[src/rtl/llr_user_scheduler.sv]
// llr_user_scheduler: per-symbol user sequencer feeding the slow-PHY-to-LLR converter.
//   i_core_clk / i_rx_rstn        clock, asynchronous active-low reset
//   i_cfg_we/addr/en/rate/re_amts per-user table write port (any time)
//   i_num_users                   users scanned this symbol, sampled on i_sym_start
//   i_sym_start / i_abort         begin / abandon a symbol (one-cycle pulses)
//   i_data_strobe                 converter output strobe, worth 2 REs
//   o_conv_fsm_rstn               converter FSM reset, active low
//   o_user_iq_noise_rate, o_cur_user_re_amounts, o_cur_user_id  shadow copy of user in flight
//   o_user_start/o_user_done/o_sym_done  event pulses; o_busy; o_timeout_err (sticky)
module llr_user_scheduler #(
  parameter int NUM_USERS   = 8,
  parameter int UIDW        = 3,
  parameter int TIMEOUT_CYC = 4096
) (
  input  logic            i_core_clk,
  input  logic            i_rx_rstn,
  input  logic            i_cfg_we,
  input  logic [UIDW-1:0] i_cfg_addr,
  input  logic            i_cfg_en,
  input  logic [15:0]     i_cfg_rate,
  input  logic [15:0]     i_cfg_re_amounts,
  input  logic [UIDW:0]   i_num_users,
  input  logic            i_sym_start,
  input  logic            i_abort,
  input  logic            i_data_strobe,
  output logic            o_conv_fsm_rstn,
  output logic [15:0]     o_user_iq_noise_rate,
  output logic [15:0]     o_cur_user_re_amounts,
  output logic [UIDW-1:0] o_cur_user_id,
  output logic            o_user_start,
  output logic            o_user_done,
  output logic            o_sym_done,
  output logic            o_busy,
  output logic            o_timeout_err
);
  localparam logic [2:0] S_IDLE = 3'd0, S_LOAD = 3'd1, S_CLR = 3'd2,
                         S_RUN  = 3'd3, S_NEXT = 3'd4, S_DONE = 3'd5;
  localparam int TW = $clog2(TIMEOUT_CYC) + 1;
  logic [2:0] state;
  logic [NUM_USERS-1:0] tbl_en;
  logic [15:0] tbl_rate [NUM_USERS];
  logic [15:0] tbl_re [NUM_USERS];
  logic [UIDW-1:0] idx;
  logic [UIDW:0] num, idx_inc;
  logic [16:0] re_cnt, re_cnt_inc;
  logic [TW-1:0] to_cnt;
  logic clr_ph, abort_hold, last_user;
  assign idx_inc    = {1'b0, idx} + (UIDW+1)'(1);
  assign re_cnt_inc = re_cnt + 17'd2;
  // the last-index term keeps an out-of-range i_num_users from looping forever
  assign last_user  = (idx_inc >= num) || (idx == UIDW'(NUM_USERS - 1));
  always_ff @(posedge i_core_clk or negedge i_rx_rstn) begin
    if (!i_rx_rstn) tbl_en <= '0;
    else if (i_cfg_we) tbl_en[i_cfg_addr] <= i_cfg_en;
  end
  always_ff @(posedge i_core_clk) begin
    if (i_cfg_we) begin
      tbl_rate[i_cfg_addr] <= i_cfg_rate;
      tbl_re[i_cfg_addr]   <= i_cfg_re_amounts;
    end
  end
  always_ff @(posedge i_core_clk or negedge i_rx_rstn) begin
    if (!i_rx_rstn) begin
      state                 <= S_IDLE;
      idx                   <= '0;
      num                   <= '0;
      re_cnt                <= '0;
      to_cnt                <= '0;
      clr_ph                <= 1'b0;
      abort_hold            <= 1'b0;
      o_conv_fsm_rstn       <= 1'b0;
      o_user_iq_noise_rate  <= '0;
      o_cur_user_re_amounts <= '0;
      o_cur_user_id         <= '0;
      o_user_start          <= 1'b0;
      o_user_done           <= 1'b0;
      o_sym_done            <= 1'b0;
      o_busy                <= 1'b0;
      o_timeout_err         <= 1'b0;
    end else begin
      o_user_start    <= 1'b0;
      o_user_done     <= 1'b0;
      o_sym_done      <= 1'b0;
      abort_hold      <= 1'b0;
      // abort_hold stretches the converter reset to a second cycle after an abort
      o_conv_fsm_rstn <= !abort_hold;
      if (i_abort && state != S_IDLE) begin
        state           <= S_IDLE;
        o_busy          <= 1'b0;
        abort_hold      <= 1'b1;
        o_conv_fsm_rstn <= 1'b0;
      end else begin
        case (state)
          S_IDLE: if (i_sym_start) begin
            state         <= S_LOAD;
            idx           <= '0;
            num           <= i_num_users;
            o_busy        <= 1'b1;
            o_timeout_err <= 1'b0;
          end
          // a zero-user symbol passes through LOAD so o_sym_done lands 2 cycles after start
          S_LOAD: begin
            o_user_iq_noise_rate  <= tbl_rate[idx];
            o_cur_user_re_amounts <= tbl_re[idx];
            o_cur_user_id         <= idx;
            clr_ph                <= 1'b0;
            if (num == '0) begin
              state      <= S_DONE;
              o_sym_done <= 1'b1;
            end else if (!tbl_en[idx] || tbl_re[idx] == '0) state <= S_NEXT;
            else begin
              state           <= S_CLR;
              o_conv_fsm_rstn <= 1'b0;
            end
          end
          S_CLR: begin
            re_cnt <= '0;
            to_cnt <= '0;
            clr_ph <= 1'b1;
            if (clr_ph) begin
              state        <= S_RUN;
              o_user_start <= 1'b1;
            end else o_conv_fsm_rstn <= 1'b0;
          end
          // o_user_done is raised on the deciding edge; the following RUN cycle hands over to NEXT
          S_RUN: begin
            if (o_user_done) state <= S_NEXT;
            else if (i_data_strobe) begin
              re_cnt <= re_cnt_inc;
              to_cnt <= '0;
              if (re_cnt_inc >= {1'b0, o_cur_user_re_amounts}) o_user_done <= 1'b1;
            end else if (to_cnt == TW'(TIMEOUT_CYC - 1)) begin
              o_user_done   <= 1'b1;
              o_timeout_err <= 1'b1;
            end else to_cnt <= to_cnt + TW'(1);
          end
          S_NEXT: begin
            idx <= idx_inc[UIDW-1:0];
            if (last_user) begin
              state      <= S_DONE;
              o_sym_done <= 1'b1;
            end else state <= S_LOAD;
          end
          S_DONE: begin
            state  <= S_IDLE;
            o_busy <= 1'b0;
          end
          default: state <= S_IDLE;
        endcase
      end
    end
  end
endmodule
[config.mk]
export PLATFORM = sky130hd
export DESIGN_NAME = llr_user_scheduler
export DESIGN_NICKNAME = d
export VERILOG_FILES = /design/src/rtl/llr_user_scheduler.sv
export SDC_FILE = /design/constraint.sdc
export NUM_CORES = 1
export LEC_CHECK = 0
export CAP_MARGIN = 40
export CORE_MARGIN = 4
export CORE_UTILIZATION = 45
export DETAILED_ROUTE_END_ITERATION = 8
export PLACE_DENSITY = 0.62
export SLEW_MARGIN = 40
export SYNTH_ARGS = -nofsm -noshare
export SYNTH_HDL_FRONTEND = slang
export SYNTH_SLANG_ARGS = --single-unit
[constraint.sdc]
create_clock -name i_core_clk -period 7 [get_ports i_core_clk]
set_input_delay 1.05 -clock i_core_clk [delete_from_list [all_inputs] [get_ports i_core_clk]]
set_output_delay 1.05 -clock i_core_clk [all_outputs]
set_load 0.01 [all_outputs]
==> metrics.csv, run 1 <==
stage,metric,value,unit
sta,achievable clock frequency,311,MHz
die,die height,186,µm
routing,WL per Instance,20.8,µm
pwr,ratio of total power to cell area,336,nW/µm²
synth,number of synthesized flops with an enable pin,256,
worst_setup_path,Worst Path Max Fanout,35,
worst_setup_path,CP Cell Sequence,buf_12 > buf_4 > mux4_1 > nor2_1 > a221oi_1 > nor4_1 > nand4_1 > a311oi_2,
die,std cell rows,64,
cts,hold_buf cts,0,
routing,total routed wirelength,28800,µm
worst_setup_path,slowest stage cell on the critical path,dfrtp_4,
sta,clock period minus worst slack,3.22,ns
routing,total via count after detailed routing,7706,
cts,post-CTS setup buffer count,0,
worst_setup_path,Crit path max-delay family,buffers and inverters,
global_route,leftover overflow at the end of global routing,0,
routing,drt initial violations,556,
run_status,run status,"finished, final reports clean",
worst_setup_path,peak per-stage delay on the critical path,0.65,ns
synth,cell count after synthesis,867,
cts,number of instances resized during post-cts repair,0,
final_layout,"commonest cells after routing, fill and taps aside","edfxtp_1, dfrtp_1, clkdlybuf4s50_1, nor2_1, mux2i_1",
placement,DP Wirelength,17300,µm
sta,sum of negative setup slack,0,ns
cts,CTS sink count,346,
synth,area of the mapped netlist,14200,µm²
synth,Synthesis Warnings,0,
synth,syn avg cell area,16.4,µm²
sta,unrepaired setup endpoints after global routing,false,
job,number of max-capacitance violations reported,0,
synth,sequential-to-total area share from yosys stat,0.699,
pwr,switching power,1.52,mW
worst_hold_path,Hold Crit Class,register to register,
sta,ratio of final minimum period to clock period,0.460,
sta,hold violation count in the final report,0,
pwr,largest voltage drop on the vdd net,0.000190,V
placement,port bufs,86,
die,io pins,87,
final_layout,Syn-to-layout area delta,17.4,%
final_layout,"most common cell after layout, fill and taps aside",edfxtp_1,
synth,post-synthesis cell type count,52,
routing,count of TritonRoute iterations in the first routing pass,4,
die,total core area,30900,µm²
cts,number of H-tree branching levels,2,
cts,clk_lat worst skew,0.52,ns
sta,final setup vio count,0,
die,x dimension of the die,186,µm
synth,"Primary FF master, synth",edfxtp_1,
sta,smallest hold slack,0.422,ns
worst_setup_path,"Data arrival, critical path",3.63,ns
cts,TritonCTS buffer count,36,
pwr,Net Sw Frac,0.272,
worst_setup_path,worst path bufs/invs,2,
cts,maximum clock path buffer count,3,
pwr,relative contribution of combinational cells to total power,0.215,
placement,Final Wtd Congestion,0.766,
pwr,PnR Total Power,5.60,mW
pwr,Internal,4.08,mW
worst_setup_path,category of the critical setup timing path,register to register,
sta,count of pins over their slew limit,0,
global_route,first-pass GRT wire length,44600,µm
routing,via density per instance,5.56,
pwr,clock share of power,0.322,
synth,flop and latch count out of synthesis,346,
global_route,maximum number of pins on one net before global-route repair,67,
routing,residual antenna-violating net count after detailed routing,0,
die,effective utilization at floorplan,0.460,
worst_setup_path,category of the worst setup path launch point,register,
global_route,initial antenna violation count,1,
cts,TritonCTS clock tree,built,
sta,slew at the pin closest to its max-slew limit,0.799,ns
global_route,GRT Total Usage,0.167,
routing,# DRC,0,
global_route,vias in the first global route,7745,
die,overall die area,34500,µm²
synth,syn nets,936,
worst_setup_path,data required time at the worst endpoint,7.41,ns
synth,fraction of synthesis flops using an asynchronous set or reset pin,0.260,
cts,CTS clock-pin slew for the worst setup and hold paths,0.06,ns
sta,tightest slew margin relative to the limit,0.467,
final_layout,proportion of layout cells with a drive suffix above 1,0.133,
final_layout,final net count,1030,
pwr,part of the total power dissipated in sequential elements,0.463,
sta,worst-case clock skew,0.0109,ns
final_layout,number of antenna repair diodes,0,
pwr,static leakage power,5.84,nW
worst_setup_path,Worst Setup End Kind,register,
cts,Clock Root Buffer,clkbuf_16,
-- cell families after synthesis --
kind of cell	after synthesis	synth area share
multiplexers	113	0.128
AND/OR/NAND/NOR	165	0.0540
adder cells (fa/ha/maj)	23	0.0202
XOR/XNOR	23	0.0142
AO/OA/AOI/OAI	122	0.0604
flip-flops	346	0.699
buffers and inverters	75	0.0238
-- through the flow --
stage                     utilization  instance area (µm²)  setup WS [ns]  std cells
after global routing            0.540                16700           3.55       1385
after floorplan                     -                14200           2.90        867
final                           0.540                16700           3.78       1385
after CTS                       0.539                16700           3.62       1384
after detailed placement        0.503                15500           3.29       1318
after global placement          0.502                15500           3.00       1318
-- power by group through the flow --
| stage | registers (mW) | logic, mW | clock network (mW) |
|---|---|---|---|
| floorplan | 2.58 | 0.799 | 0 |
| global placement | 2.64 | 1.19 | 0 |
| detailed placement | 2.64 | 1.21 | 0 |
| CTS | 2.60 | 1.22 | 1.85 |
| global route | 2.62 | 1.33 | 1.94 |
| finish | 2.59 | 1.21 | 1.80 |
-- synth_stat cells (15+ instances only) --
| library cell | instances | area (µm²) |
|---|---|---|
| a221oi_1 | 16 | 140 |
| edfxtp_1 | 256 | 7690 |
| inv_1 | 29 | 109 |
| nand2_1 | 35 | 131 |
| a21oi_1 | 26 | 130 |
| mux2i_1 | 50 | 500 |
| dfrtp_1 | 90 | 2250 |
| ha_1 | 23 | 288 |
| nor2_1 | 63 | 236 |
| o21ai_0 | 29 | 145 |
| clkbuf_1 | 23 | 86.3 |
| mux4_2 | 37 | 833 |
| xnor2_1 | 15 | 131 |
-- flip-flops by register name (all words and copies together), names as in the netlist, 3 cells and up --
name / cells
re_cnt: 16
tbl_en: 8
o_user_iq_noise_rate: 16
num: 4
o_cur_user_id: 3
to_cnt: 13
state: 3
tbl_rate: 128
idx: 3
o_cur_user_re_amounts: 16
tbl_re: 128
-- final timing paths --
path | from | endpoint | slack, ns | cells past startpoint
min in group asynchronous | i_rx_rstn | re_cnt[4]$_DFFE_PN0P_ | 0.44 | 1
worst max-delay path | idx[1]$_DFFE_PN0P_ | o_conv_fsm_rstn$_DFF_PN0_ | 3.78 | 8
worst min-delay path | abort_hold$_DFF_PN0_ | o_conv_fsm_rstn$_DFF_PN0_ | 0.42 | 1
worst min register to register | abort_hold$_DFF_PN0_ | o_conv_fsm_rstn$_DFF_PN0_ | 0.42 | 1
worst max register to register | idx[1]$_DFFE_PN0P_ | o_conv_fsm_rstn$_DFF_PN0_ | 3.78 | 8
max in group asynchronous | i_rx_rstn | idx[1]$_DFFE_PN0P_ | 5.58 | 2
-- final cells by class --
type                            count  area, µm²
Timing Repair Buffer              102        998
Multi-Input combinational cell    446       4010
Clock buffer                       52       1000
Clock inverter                     14        119
Inverter                           29        109
Fill cell                        2496      14200
Sequential cell                   346       9950
Tap cell                          396        495
-- worst register-to-register path, stage by stage (launching register included) --
cell	delay (ns)
dfrtp_4	0.65
buf_12	0.28
buf_4	0.56
mux4_1	0.41
nor2_1	0.11
a221oi_1	0.09
nor4_1	0.32
nand4_1	0.34
a311oi_2	0.35
-- per-layer routing --
layer,GRT usage,part of all wire,vias up
li1,-,-,3556
met1,0.246,0.47,3948
met2,0.261,0.47,157
met3,0.0328,0.048,43
met4,0.0396,0.017,2
met5,0,0.00045,-
Note: power is estimated with default switching activity, not from simulation.
==> run 2, diff against run 1 <==
Settings changed: PLACE_DENSITY 0.62 to 0.65.
Clock period 7 ns to 2.7 ns, I/O delays scaled along.
==> metrics.csv, run 2 (synthesized netlist as in run 1, its figures left out) <==
stage,metric,value,unit
run_status,run status,"finished, final reports clean",
sta,hold violation count in the final report,0,
placement,DP Wirelength,19200,µm
sta,worst-case clock skew,0.0139,ns
placement,count of placed standard cells including taps,1365,
job,number of max-capacitance violations reported,0,
die,effective utilization at floorplan,0.460,
cts,CTS clock-pin slew for the worst setup and hold paths,0.06,ns
placement,port bufs,86,
cts,TritonCTS buffer count,38,
placement,Final Wtd Congestion,0.833,
sta,smallest hold slack,0.431,ns
routing,Met2 Wirelength,14600,µm
cts,clk_lat worst skew,0.53,ns
final_layout,Syn-to-layout area delta,21.9,%
global_route,vias in the first global route,8121,
routing,drt initial violations,520,
routing,count of TritonRoute iterations in the first routing pass,5,
final_layout,biggest regs,"tbl_rate (128), tbl_re (128)",
routing,# DRC,0,
worst_hold_path,Worst Hold Launch,abort_hold$_DFF_PN0_,
cts,maximum clock path buffer count,3,
routing,routed metal-1 wire length,13600,µm
global_route,GRT Total Usage,0.178,
die,die height,186,µm
routing,top routing layer in use,met4,
sta,tightest slew margin relative to the limit,0.561,
pwr,largest voltage drop on the vdd net,0.000553,V
sta,slew at the pin closest to its max-slew limit,0.658,ns
die,x dimension of the die,186,µm
worst_hold_path,cell depth of the worst hold path,1,
worst_setup_path,category of the worst setup path launch point,register,
worst_setup_path,category of the critical setup timing path,register to register,
worst_setup_path,Register-to-Register Path Depth,8,
sta,clock period minus worst slack,2.53,ns
worst_setup_path,worst reg2reg path endpoint,state[2]$_DFFE_PN0P_,
routing,WL per Instance,21.2,µm
global_route,initial antenna violation count,0,
worst_setup_path,Worst Setup End Kind,register,
sta,final setup vio count,0,
worst_setup_path,"Data arrival, critical path",2.94,ns
cts,TritonCTS clock tree,built,
final_layout,proportion of layout cells with a drive suffix above 1,0.180,
worst_hold_path,worst-case hold path end point,o_conv_fsm_rstn$_DFF_PN0_,
pwr,static leakage power,6.17,nW
global_route,maximum number of pins on one net before global-route repair,46,
final_layout,final net count,1082,
pwr,ratio of total power to cell area,867,nW/µm²
worst_setup_path,setup slack of the most critical reg-to-reg path,0.17,ns
worst_setup_path,Worst Path Max Fanout,11,
worst_hold_path,Hold Crit Class,register to register,
worst_setup_path,origin of the critical flop-to-flop path,idx[0]$_DFFE_PN0P_,
global_route,leftover overflow at the end of global routing,0,
final_layout,"commonest cells after routing, fill and taps aside","edfxtp_1, dfrtp_1, clkdlybuf4s50_1, nor2_1",
final_layout,number of antenna repair diodes,0,
final_layout,Final Core Density,0.560,
routing,via density per instance,5.52,
sta,count of pins over their slew limit,0,
routing,total via count after detailed routing,7927,
die,total core area,30900,µm²
final_layout,"most common cell after layout, fill and taps aside",edfxtp_1,
die,std cell rows,64,
sta,achievable clock frequency,396,MHz
worst_setup_path,data required time at the worst endpoint,3.12,ns
routing,total routed wirelength,30400,µm
final_layout,fin cells,1437,
cts,Clock Root Buffer,clkbuf_16,
die,io pins,87,
die,overall die area,34500,µm²
routing,residual antenna-violating net count after detailed routing,0,
cts,number of H-tree branching levels,2,
sta,ratio of final minimum period to clock period,0.935,
cts,CTS sink count,346,
routing,routed length on met3,1600,µm
global_route,first-pass GRT wire length,47000,µm
## run 2: cell types whose count changed in the layout (fill, tap and decap cells not counted), sizes merged
cell / change
dlygate4sd3: +1
inv: +1
buf: +49
bufinv: +2
clkinvlp: +1
clkinv: -2
## run 2: layer usage
| layer | vias to the layer above | global-route usage |
|---|---|---|
| met2 | 206 | 0.286 |
| met5 | - | 0 |
| met1 | 3990 | 0.256 |
| met3 | 50 | 0.0319 |
| met4 | 0 | 0.0414 |
| li1 | 3681 | - |
## run 2: worst max-delay path by stage
stage                                      from                        end  slack, ns  cells past startpoint
final                        idx[0]$_DFFE_PN0P_       state[2]$_DFFE_PN0P_       0.17                      8
after global routing      re_cnt[1]$_DFFE_PN0P_      o_user_done$_DFF_PN0_     -0.004                     12
after CTS                    idx[0]$_DFFE_PN0P_  o_conv_fsm_rstn$_DFF_PN0_       0.03                      7
after detailed placement     idx[0]$_DFFE_PN0P_  o_conv_fsm_rstn$_DFF_PN0_       0.05                      7
after global placement       idx[0]$_DFFE_PN0P_       state[1]$_DFFE_PN0P_       0.05                      7
after floorplan                   i_cfg_addr[0]      tbl_en[6]$_DFFE_PN0P_       0.12                      3
## run 2: stage by stage
stage	TNS [ns]	power, mW	setup slack [ns]	cell area, µm²
2_1_floorplan	0	8.77	0.123	14200
3_3_place_gp	0	10.1	0.0468	16100
3_5_place_dp	0	10.1	0.0519	16100
4_1_cts	0	15.1	0.0328	17300
5_1_grt	-0.00393	15.8	-0.00393	17300
6_report	0	15.0	0.174	17300
## run 2: cell type report
type | count | area (µm²)
flip-flops and latches | 346 | 9950
inverters | 29 | 109
repair buffers | 152 | 1550
clock buffers | 52 | 1020
fillers | 2432 | 13600
multi-input cells | 446 | 4020
well taps | 396 | 495
clock inverters | 16 | 176
## run 2: power breakdown
group / switching, mW / internal [mW] / leakage (nW)
clock network: 2.02 / 2.96 / 0.581
registers: 0.399 / 6.26 / 3.46
logic: 1.63 / 1.75 / 2.13
total: 4.05 / 11.0 / 6.17
## run 2: critical path, cell delays in order, from the launching register on
cell and delay [ns]:
dfrtp_4 0.57, buf_8 0.21, mux4_1 0.57, nor2_1 0.10, a221oi_1 0.09, nor4_1 0.32, nand4_1 0.13, buf_4 0.18
a311oi_1 0.24
## run 2: repair_timing
action | CTS | global route
endpoints found under the setup margin | 0 | 4
gates resized for setup | 0 | 3
hold endpoints to repair | 42 | 0
setup buffers | 0 | 3
hold buffers | 1 | 0
==> run 3, diff against run 2 <==
Settings changed: PLACE_DENSITY 0.65 to 0.66.
==> metrics.csv, run 3 (synthesized netlist as in run 1, its figures left out) <==
stage,metric,value,unit
pwr,largest voltage drop on the vdd net,0.000470,V
cts,TritonCTS buffer count,37,
worst_hold_path,Hold Crit Class,primary input to asynchronous set/reset pin,
worst_setup_path,Register-to-Register Path Depth,7,
sta,achievable clock frequency,389,MHz
cts,Clock Root Buffer,clkbuf_16,
worst_setup_path,origin of the critical flop-to-flop path,idx[0]$_DFFE_PN0P_,
sta,Final WS setup,0.127,ns
final_layout,proportion of layout cells with a drive suffix above 1,0.181,
die,effective utilization at floorplan,0.460,
worst_setup_path,data required time at the worst endpoint,3.11,ns
worst_setup_path,category of the critical setup timing path,register to register,
die,total core area,30900,µm²
final_layout,number of antenna repair diodes,0,
cts,CTS clock-pin slew for the worst setup and hold paths,0.06,ns
routing,WL per Instance,21.1,µm
worst_setup_path,"Data arrival, critical path",2.99,ns
worst_setup_path,category of the worst setup path launch point,register,
placement,Final Wtd Congestion,0.844,
job,number of max-capacitance violations reported,0,
die,die height,186,µm
global_route,vias in the first global route,8247,
routing,total via count after detailed routing,7839,
final_layout,"commonest cells after routing, fill and taps aside","edfxtp_1, dfrtp_1, clkdlybuf4s50_1, nor2_1, mux2i_1",
die,x dimension of the die,186,µm
global_route,first-pass GRT wire length,47300,µm
routing,via density per instance,5.47,
sta,slew at the pin closest to its max-slew limit,0.766,ns
sta,clock period minus worst slack,2.57,ns
final_layout,area of combinational cells with multiple inputs,4020,µm²
cts,number of H-tree branching levels,2,
routing,count of TritonRoute iterations in the first routing pass,5,
final_layout,"most common cell after layout, fill and taps aside",edfxtp_1,
final_layout,fill count,2410,
final_layout,Syn-to-layout area delta,22.0,%
cts,clk_lat worst skew,0.54,ns
run_status,run status,"finished, final reports clean",
sta,hold violation count in the final report,0,
worst_setup_path,Worst Path Max Fanout,12,
pwr,static leakage power,6.16,nW
routing,# DRC,0,
sta,tightest slew margin relative to the limit,0.489,
final_layout,Final Core Density,0.561,
cts,maximum clock path buffer count,3,
final_layout,final net count,1079,
placement,DP Wirelength,19400,µm
worst_setup_path,setup slack of the most critical reg-to-reg path,0.13,ns
placement,worst slack at placement,0.0837,ns
routing,drt initial violations,547,
worst_setup_path,Worst Setup End Kind,register,
sta,ratio of final minimum period to clock period,0.953,
final_layout,area taken by flip-flops and latches,9950,µm²
cts,CTS sink count,346,
sta,final setup vio count,0,
placement,port bufs,86,
final_layout,biggest regs,"tbl_rate (128), tbl_re (128)",
die,io pins,87,
pwr,ratio of total power to cell area,872,nW/µm²
global_route,GRT Total Usage,0.179,
die,overall die area,34500,µm²
global_route,maximum number of pins on one net before global-route repair,40,
pwr,PnR Total Power,15.1,mW
routing,residual antenna-violating net count after detailed routing,0,
worst_setup_path,worst reg2reg path endpoint,state[2]$_DFFE_PN0P_,
die,std cell rows,64,
cts,TritonCTS clock tree,built,
global_route,leftover overflow at the end of global routing,0,
sta,count of pins over their slew limit,0,
sta,worst-case clock skew,0.0192,ns
global_route,initial antenna violation count,0,
routing,total routed wirelength,30300,µm
-- run 3: timing repair --
action	in CTS	in global routing
resized for setup	0	4
setup buffers	0	7
hold buffers	1	0
endpoints found under the hold margin	34	0
setup endpoints to repair	0	4
-- run 3: routing by layer --
metal  global-route usage  part of all wire
met5                    0                 0
met1                0.252              0.45
met3               0.0295             0.044
met2                0.294              0.49
met4               0.0434             0.020
-- run 3: power breakdown --
group / leakage (nW) / switching (mW) / internal, mW / total, mW
sequential: 3.46 / 0.405 / 6.26 / 6.66
combinational: 2.12 / 1.64 / 1.81 / 3.45
clock: 0.585 / 2.07 / 2.95 / 5.01
-- run 3: layout make-up --
| type | instances | area share |
|---|---|---|
| Clock inverter | 17 | 0.0126 |
| Inverter | 29 | 0.00628 |
| Tap cell | 396 | 0.0286 |
| Clock buffer | 50 | 0.0579 |
| Sequential cell | 346 | 0.574 |
| Timing Repair Buffer | 150 | 0.0889 |
| Multi-Input combinational cell | 446 | 0.232 |
-- run 3: worst max-delay path by stage --
stage / startpoint / endpoint / slack (ns) / depth (start not counted)
5_1_grt: re_cnt[1]$_DFFE_PN0P_ / o_user_done$_DFF_PN0_ / -0.003 / 12
3_5_place_dp: idx[0]$_DFFE_PN0P_ / state[2]$_DFFE_PN0P_ / 0.08 / 7
4_1_cts: idx[0]$_DFFE_PN0P_ / state[2]$_DFFE_PN0P_ / 0.06 / 7
3_3_place_gp: idx[0]$_DFFE_PN0P_ / state[1]$_DFFE_PN0P_ / 0.07 / 7
6_report: idx[0]$_DFFE_PN0P_ / state[2]$_DFFE_PN0P_ / 0.13 / 7
2_1_floorplan: i_cfg_addr[0] / tbl_en[6]$_DFFE_PN0P_ / 0.12 / 3
-- run 3: through the flow --
step | area (µm²) | hold slack, ns | setup TNS, ns | std cells
floorplan | 14200 | 0.109 | 0 | 867
global placement | 16000 | 0.397 | 0 | 1359
detailed placement | 16000 | 0.403 | 0 | 1359
CTS | 17300 | 0.387 | 0 | 1427
global route | 17300 | 0.412 | -0.00335 | 1434
finish | 17300 | 0.378 | 0 | 1434
-- run 3: critical path, stage by stage (launching register included) --
cell and delay [ns]:
dfrtp_4 0.55, buf_4 0.17, mux4_2 0.48, nor2_1 0.16, a221oi_1 0.15, nor4_1 0.33, nand4_1 0.29, a311oi_1 0.32
